## src/rtl/rf_wb_pkg.sv

```systemverilog
// Shared types and defaults for the register-file writeback arbiter.
// Optional bypass outputs are enabled with the RF_WB_BYPASS_EN macro (see rf_wb_arbiter.sv).
package rf_wb_pkg;

    localparam int ADDR_W_DEF = 5;
    localparam int DATA_W_DEF = 32;

    // Which requester owns the write port in a given cycle.
    typedef enum logic [1:0] {
        GNT_NONE = 2'd0,
        GNT_MEM  = 2'd1,
        GNT_EX   = 2'd2
    } grant_e;

    // One writeback request at the default widths.
    typedef struct packed {
        logic [ADDR_W_DEF-1:0] rd;
        logic [DATA_W_DEF-1:0] data;
    } wb_req_t;

endpackage

```

## src/rtl/rf_wb_starve_cnt.sv

```systemverilog
// Saturating count of consecutive cycles an EX request has been denied.
// ex_starved_o tells the arbiter to force the next EX grant.
module rf_wb_starve_cnt #(
    parameter int MAX_WAIT = 3
) (
    input  logic clk,
    input  logic rst_n,
    input  logic ex_valid_i,
    input  logic ex_gnt_i,
    output logic ex_starved_o
);

    localparam int CNT_W = $clog2(MAX_WAIT + 1);
    localparam logic [CNT_W-1:0] CNT_MAX = CNT_W'(MAX_WAIT);

    logic [CNT_W-1:0] wait_cnt_q;
    logic [CNT_W-1:0] wait_cnt_d;

    // Next count: clear when EX is served or idle, otherwise count up to the ceiling.
    always_comb begin
        // NOTE: assign a default first so every path drives the signal and no latch is inferred.
        wait_cnt_d = wait_cnt_q;
        if (!ex_valid_i || ex_gnt_i) begin
            wait_cnt_d = '0;
        end else if (wait_cnt_q != CNT_MAX) begin
            wait_cnt_d = wait_cnt_q + 1'b1;
        end
    end

    // Counter register with synchronous clear.
    always_ff @(posedge clk) begin
        // NOTE: sequential state uses non-blocking assignments so all flops update together.
        if (!rst_n) begin
            wait_cnt_q <= '0;
        end else begin
            wait_cnt_q <= wait_cnt_d;
        end
    end

    assign ex_starved_o = (wait_cnt_q == CNT_MAX);

endmodule

```

## src/rtl/rf_wb_arbiter.sv

```systemverilog
// Shares the register-file write port between EX (ALU) and MEM (load) writebacks.
// MEM has priority; EX is forced through after MAX_WAIT denied cycles.
// Define RF_WB_BYPASS_EN to add same-cycle read bypass outputs off the output stage.
module rf_wb_arbiter
    import rf_wb_pkg::*;
#(
    parameter int DATA_W   = DATA_W_DEF,
    parameter int ADDR_W   = ADDR_W_DEF,
    parameter int MAX_WAIT = 3
) (
    input  logic              clk,
    input  logic              rst_n,
    input  logic              wb_hold,
    input  logic              ex_valid,
    output logic              ex_ready,
    input  logic [ADDR_W-1:0] ex_rd,
    input  logic [DATA_W-1:0] ex_data,
    input  logic              mem_valid,
    output logic              mem_ready,
    input  logic [ADDR_W-1:0] mem_rd,
    input  logic [DATA_W-1:0] mem_data,
    output logic              rf_we,
    output logic [ADDR_W-1:0] rf_wr_rg,
    output logic [DATA_W-1:0] rf_wr_data,
`ifdef RF_WB_BYPASS_EN
    input  logic [ADDR_W-1:0] byp_rg1,
    input  logic [ADDR_W-1:0] byp_rg2,
    output logic              byp_hit1,
    output logic              byp_hit2,
    output logic [DATA_W-1:0] byp_data1,
    output logic [DATA_W-1:0] byp_data2,
`endif
    output logic              ex_starved
);

    grant_e            gnt;
    logic              gnt_any;
    logic [ADDR_W-1:0] sel_rd;
    logic [DATA_W-1:0] sel_data;

    logic              rf_we_q,      rf_we_d;
    logic [ADDR_W-1:0] rf_wr_rg_q,   rf_wr_rg_d;
    logic [DATA_W-1:0] rf_wr_data_q, rf_wr_data_d;

    rf_wb_starve_cnt #(
        .MAX_WAIT (MAX_WAIT)
    ) u_starve_cnt (
        .clk          (clk),
        .rst_n        (rst_n),
        .ex_valid_i   (ex_valid),
        .ex_gnt_i     (gnt == GNT_EX),
        .ex_starved_o (ex_starved)
    );

    // Grant selection: hold and reset block everything, starvation beats MEM priority.
    always_comb begin
        gnt = GNT_NONE;
        if (rst_n && !wb_hold) begin
            if (ex_valid && ex_starved) begin
                gnt = GNT_EX;
            end else if (mem_valid) begin
                gnt = GNT_MEM;
            end else if (ex_valid) begin
                gnt = GNT_EX;
            end
        end
    end

    assign ex_ready  = (gnt == GNT_EX);
    assign mem_ready = (gnt == GNT_MEM);
    assign gnt_any   = (gnt != GNT_NONE);
    assign sel_rd    = (gnt == GNT_MEM) ? mem_rd   : ex_rd;
    assign sel_data  = (gnt == GNT_MEM) ? mem_data : ex_data;

    // Output-stage next state: address/data hold when idle, x0 writes never raise rf_we.
    always_comb begin
        rf_we_d      = gnt_any && (sel_rd != '0);
        rf_wr_rg_d   = rf_wr_rg_q;
        rf_wr_data_d = rf_wr_data_q;
        if (gnt_any) begin
            rf_wr_rg_d   = sel_rd;
            rf_wr_data_d = sel_data;
        end
    end

    // Output register driving the register file; reset discards any pending write.
    always_ff @(posedge clk) begin
        // NOTE: the data/address flops are reset too, so the register file never sees X after reset.
        if (!rst_n) begin
            rf_we_q      <= 1'b0;
            rf_wr_rg_q   <= '0;
            rf_wr_data_q <= '0;
        end else begin
            rf_we_q      <= rf_we_d;
            rf_wr_rg_q   <= rf_wr_rg_d;
            rf_wr_data_q <= rf_wr_data_d;
        end
    end

    assign rf_we      = rf_we_q;
    assign rf_wr_rg   = rf_wr_rg_q;
    assign rf_wr_data = rf_wr_data_q;

`ifdef RF_WB_BYPASS_EN
    // Bypass matches against the in-flight write; x0 never hits.
    assign byp_hit1  = rf_we_q && (rf_wr_rg_q == byp_rg1) && (byp_rg1 != '0);
    assign byp_hit2  = rf_we_q && (rf_wr_rg_q == byp_rg2) && (byp_rg2 != '0);
    assign byp_data1 = rf_wr_data_q;
    assign byp_data2 = rf_wr_data_q;
`endif

endmodule

```

## config.mk

```make
export PLATFORM = sky130hd
export DESIGN_NAME = rf_wb_arbiter
export DESIGN_NICKNAME = d
export VERILOG_FILES = /design/src/rtl/rf_wb_pkg.sv /design/src/rtl/rf_wb_starve_cnt.sv /design/src/rtl/rf_wb_arbiter.sv
export SDC_FILE = /design/constraint.sdc
export NUM_CORES = 1
export LEC_CHECK = 0
export CORE_MARGIN = 2
export CORE_UTILIZATION = 32
export DETAILED_ROUTE_END_ITERATION = 7
export PLACE_DENSITY = 0.74
export SLEW_MARGIN = 40
export SYNTH_ARGS = -nofsm -noshare
export SYNTH_HDL_FRONTEND = slang
export SYNTH_SLANG_ARGS = --single-unit
```

## constraint.sdc

```tcl
create_clock -name clk -period 1.6 [get_ports clk]
set_input_delay 0.24 -clock clk [delete_from_list [all_inputs] [get_ports clk]]
set_output_delay 0.24 -clock clk [all_outputs]
set_load 0.05 [all_outputs]
```

==> PnR_summary.wiki <==
{| class="wikitable"
! Metric !! Value
|-
| Worst hold margin || between 400 and 500 ps
|-
| Clock-pin slew on the worst setup and hold paths || 70 ps
|-
| Maximum buffer depth of the clock tree || 2
|-
| Unrepaired setup endpoints after global routing || yes
|-
| Data required time at the worst endpoint || about 1400 ps
|-
| Kind of end point of the critical path || output pin
|-
| Share of final-layout standard cells stronger than drive strength 1 || roughly a quarter
|-
| Worst R2R Path Depth || 5
|-
| TritonCTS clock tree || done
|-
| Port Buffer Count || approximately 120
|-
| Most common library cell in the layout ignoring fill and taps || sky130_fd_sc_hd__clkdlybuf4s50_1
|-
| Count of synthesis-stage warnings from yosys || 0
|-
| Summed negative setup slack over all endpoints || -25.11 ps
|-
| Number of unique standard cell types used by synthesis || 29
|-
| Layout Cell Area excl Fill || 0.003248 mm2
|-
| Worst reg2reg startpoint || u_starve_cnt.wait_cnt_q[0]
|-
| Sinks on the clock net || 40
|-
| Max frequency || 615.3 MHz
|-
| Total global routing overflow || 0
|-
| Starting utilization of the core area || 33.15%
|-
| CTS H-tree lvls || 2
|-
| Total setup violations reported at the end of the flow || 1
|-
| Antenna violations before repair || 0
|-
| Setup clock skew after layout || between 1.5 and 2 ps
|-
| Wire per inst || between 15 and 20 um
|-
| Tmin final || 1625 ps
|-
| Actual transition at the worst max-transition pin || 373.6 ps
|-
| Post-detailed-route via-to-cell ratio || 5.132
|-
| P_leak || 1.422 nW
|-
| Max-Cap Viols || 0
|-
| Synth Register Bits || 40
|-
| Clock network latency to the later pin of the worst-skew pair || 280 ps
|-
| Violated checks || setup timing
|-
| Total power of the final layout || around 2.6 mW
|-
| Final core utilization || 58.99%
|-
| Final count of pins violating max slew || 0
|-
| Category of the worst setup path launch point || register
|-
| DRT antenna net count || 0
|-
| Root buffer cell || sky130_fd_sc_hd__clkbuf_8
|-
| Cell count after synthesis || 184
|-
| Post-Syn Nets || 264
|-
| N_diodes || 0
|-
| Routability-driven placement congestion ratio || 0.7977
|-
| Boundary pin count || 120
|-
| Chip height || 79.53 um
|-
| Sequential area share after synthesis || 43.87%
|-
| Worst slew margin || 75.09%
|-
| GRT Resource Usage Total || roughly 18%
|-
| Yosys top cell area share || between 40% and 50%
|-
| Total DRC errors in the routed layout || 0
|-
| Final worst-path setup slack || -25.11 ps
|-
| Routed wire length || 5947 um
|-
| Area delta synth->final || 77.93%
|-
| Wire length of the first global-routing pass || 8901 um
|-
| RR Endpoint || rf_wr_data[8]
|-
| Post-synthesis cell area || 0.001826 mm2
|-
| Arrival time worst endpoint || 1390 ps
|-
| Start point of the critical path || u_starve_cnt.wait_cnt_q[0]
|-
| Cell Pwr Density || 797.6 mW/mm2
|-
| Total vias in the final route || 1976
|-
| Path category of the worst min-delay check || reg2reg
|-
| Syn_area_per_cell || 9.921 um2
|-
| VDD IR max || 478.0 uV
|-
| Commonest cells after routing, fill and taps aside || sky130_fd_sc_hd__clkdlybuf4s50_1 (76), sky130_fd_sc_hd__buf_4 (52), sky130_fd_sc_hd__dfxtp_1 (38)
|-
| Placed inst area || 0.003092 mm2
|-
| Floorplan Core Area || 0.005507 mm2
|-
| Library cell with the largest summed area after synthesis || sky130_fd_sc_hd__dfxtp_1
|-
| Number of filler instances in the final layout || ~520
|-
| Cell types with the largest area share after synthesis || sky130_fd_sc_hd__dfxtp_1 (44%), sky130_fd_sc_hd__a221o_1 (12%), sky130_fd_sc_hd__and3_1 (7.5%)
|-
| Final nets || 392
|-
| Pin count of the biggest net entering global routing || 22
|-
| Die Width || 79.53 um
|-
| TritonCTS buffer count || 5
|-
| Die Outline Area || 0.006325 mm2
|-
| Number of design-rule violations left by the first detailed-router iteration || 72
|-
| Initial DRT Pass Iterations || 4
|-
| Worst setup path endpoint || mem_ready
|-
| Placement row count || 27
|-
| Status || finished, violations left
|-
| Setup slack, reg-to-reg || roughly 70 ps
|-
| Share of the cycle needed by the critical path after routing || 101.6%
|-
| Category of the most critical setup path || reg2out
|-
| Final count of hold timing violations || 0
|-
| Maximum fanout along the worst path || 4
|-
| Vias in the first global route || 1806
|-
| DP HPWL || 4103 um
|}
[final cells by class]
cell class	instances	area (um2)	area share (%)
Timing Repair Buffer	137	1309	40.29
Multi-Input combinational cell	127	952.2	29.31
Sequential cell	40	803.3	24.73
Clock buffer	8	90.09	2.773
Tap cell	72	90.09	2.773
Inverter	1	3.754	0.1156
[how the worst min path moves through the flow]
stage                     start                    endpoint  depth (start not counted)
floorplan              ex_valid  u_starve_cnt.wait_cnt_q[0]                          2
global placement    rf_wr_rg[2]                 rf_wr_rg[2]                          2
detailed placement  rf_wr_rg[2]                 rf_wr_rg[2]                          2
CTS                 rf_wr_rg[2]                 rf_wr_rg[2]                          2
global route        rf_wr_rg[2]                 rf_wr_rg[2]                          2
finish              rf_wr_rg[2]                 rf_wr_rg[2]                          2
[cell usage after synthesis]
cell type	instances
sky130_fd_sc_hd__ha_1	1
sky130_fd_sc_hd__dfxtp_1	40
sky130_fd_sc_hd__o21a_1	1
sky130_fd_sc_hd__nand3_1	2
sky130_fd_sc_hd__buf_6	6
sky130_fd_sc_hd__o311a_1	1
sky130_fd_sc_hd__nand2b_1	1
sky130_fd_sc_hd__mux2i_1	10
sky130_fd_sc_hd__a221o_1	21
sky130_fd_sc_hd__nor2_1	3
sky130_fd_sc_hd__a21bo_2	1
sky130_fd_sc_hd__and3_1	22
sky130_fd_sc_hd__or2_2	1
sky130_fd_sc_hd__nor3_1	2
sky130_fd_sc_hd__nor2b_4	1
sky130_fd_sc_hd__clkbuf_1	3
sky130_fd_sc_hd__o21ai_0	3
sky130_fd_sc_hd__a311oi_2	4
sky130_fd_sc_hd__nand2_1	28
sky130_fd_sc_hd__inv_2	1
sky130_fd_sc_hd__and3_4	1
sky130_fd_sc_hd__a311oi_1	7
sky130_fd_sc_hd__buf_4	1
sky130_fd_sc_hd__or4_1	1
sky130_fd_sc_hd__nand4_1	1
sky130_fd_sc_hd__buf_2	7
sky130_fd_sc_hd__a21boi_2	1
sky130_fd_sc_hd__nor3_4	1
sky130_fd_sc_hd__a21oi_1	12
[sequential cells by signal (all words and copies together), names as in the netlist]
| signal | count |
|---|---|
| u_starve_cnt.wait_cnt_q | 2 |
| rf_wr_data | 32 |
| rf_we | 1 |
| rf_wr_rg | 5 |
[cells by family after synthesis]
family / after synthesis / share of synthesized area [%]
simple gates: 64 / 18.71
buf+inv: 18 / 6.853
mux: 10 / 5.483
fa+ha+maj: 1 / 0.6853
compound gates: 51 / 24.40
flops: 40 / 43.87
[critical path, stage by stage, from the launching register on]
cell and delay [ps]:
sky130_fd_sc_hd__dfxtp_2 340, sky130_fd_sc_hd__ha_4 170, sky130_fd_sc_hd__a21bo_4 220, sky130_fd_sc_hd__nor3_4 190
sky130_fd_sc_hd__buf_12 170
[report_power, final]
part	switching, mW	internal, mW	leakage [nW]
Clock	0.335	0.352	0.0455
Combinational	0.427	0.378	1.05
Sequential	0.0360	1.06	0.330
[repair_timing]
action	4_1_cts	5_1_grt
cloned	1	0
setup endpoints to repair	2	10
hold buffers	0	0
setup buffers	4	1
gates resized for setup	6	1
[layer usage]
layer / global-route usage, % / routed length [um] / vias up
li1: - / - / 958
met1: 23.67 / 2577 / 928
met2: 28.99 / 2847 / 83
met3: 3.620 / 459 / 7
met4: 5.172 / 63 / 0
met5: 0 / 0 / -
[through the flow]
stage	instances	setup slack, ps
2_1_floorplan	184	77.10
3_3_place_gp	371	-108.5
3_5_place_dp	371	-172.0
4_1_cts	384	-30.55
5_1_grt	385	-56.62
6_report	385	-25.11
Power figures use the tool's default switching activity.
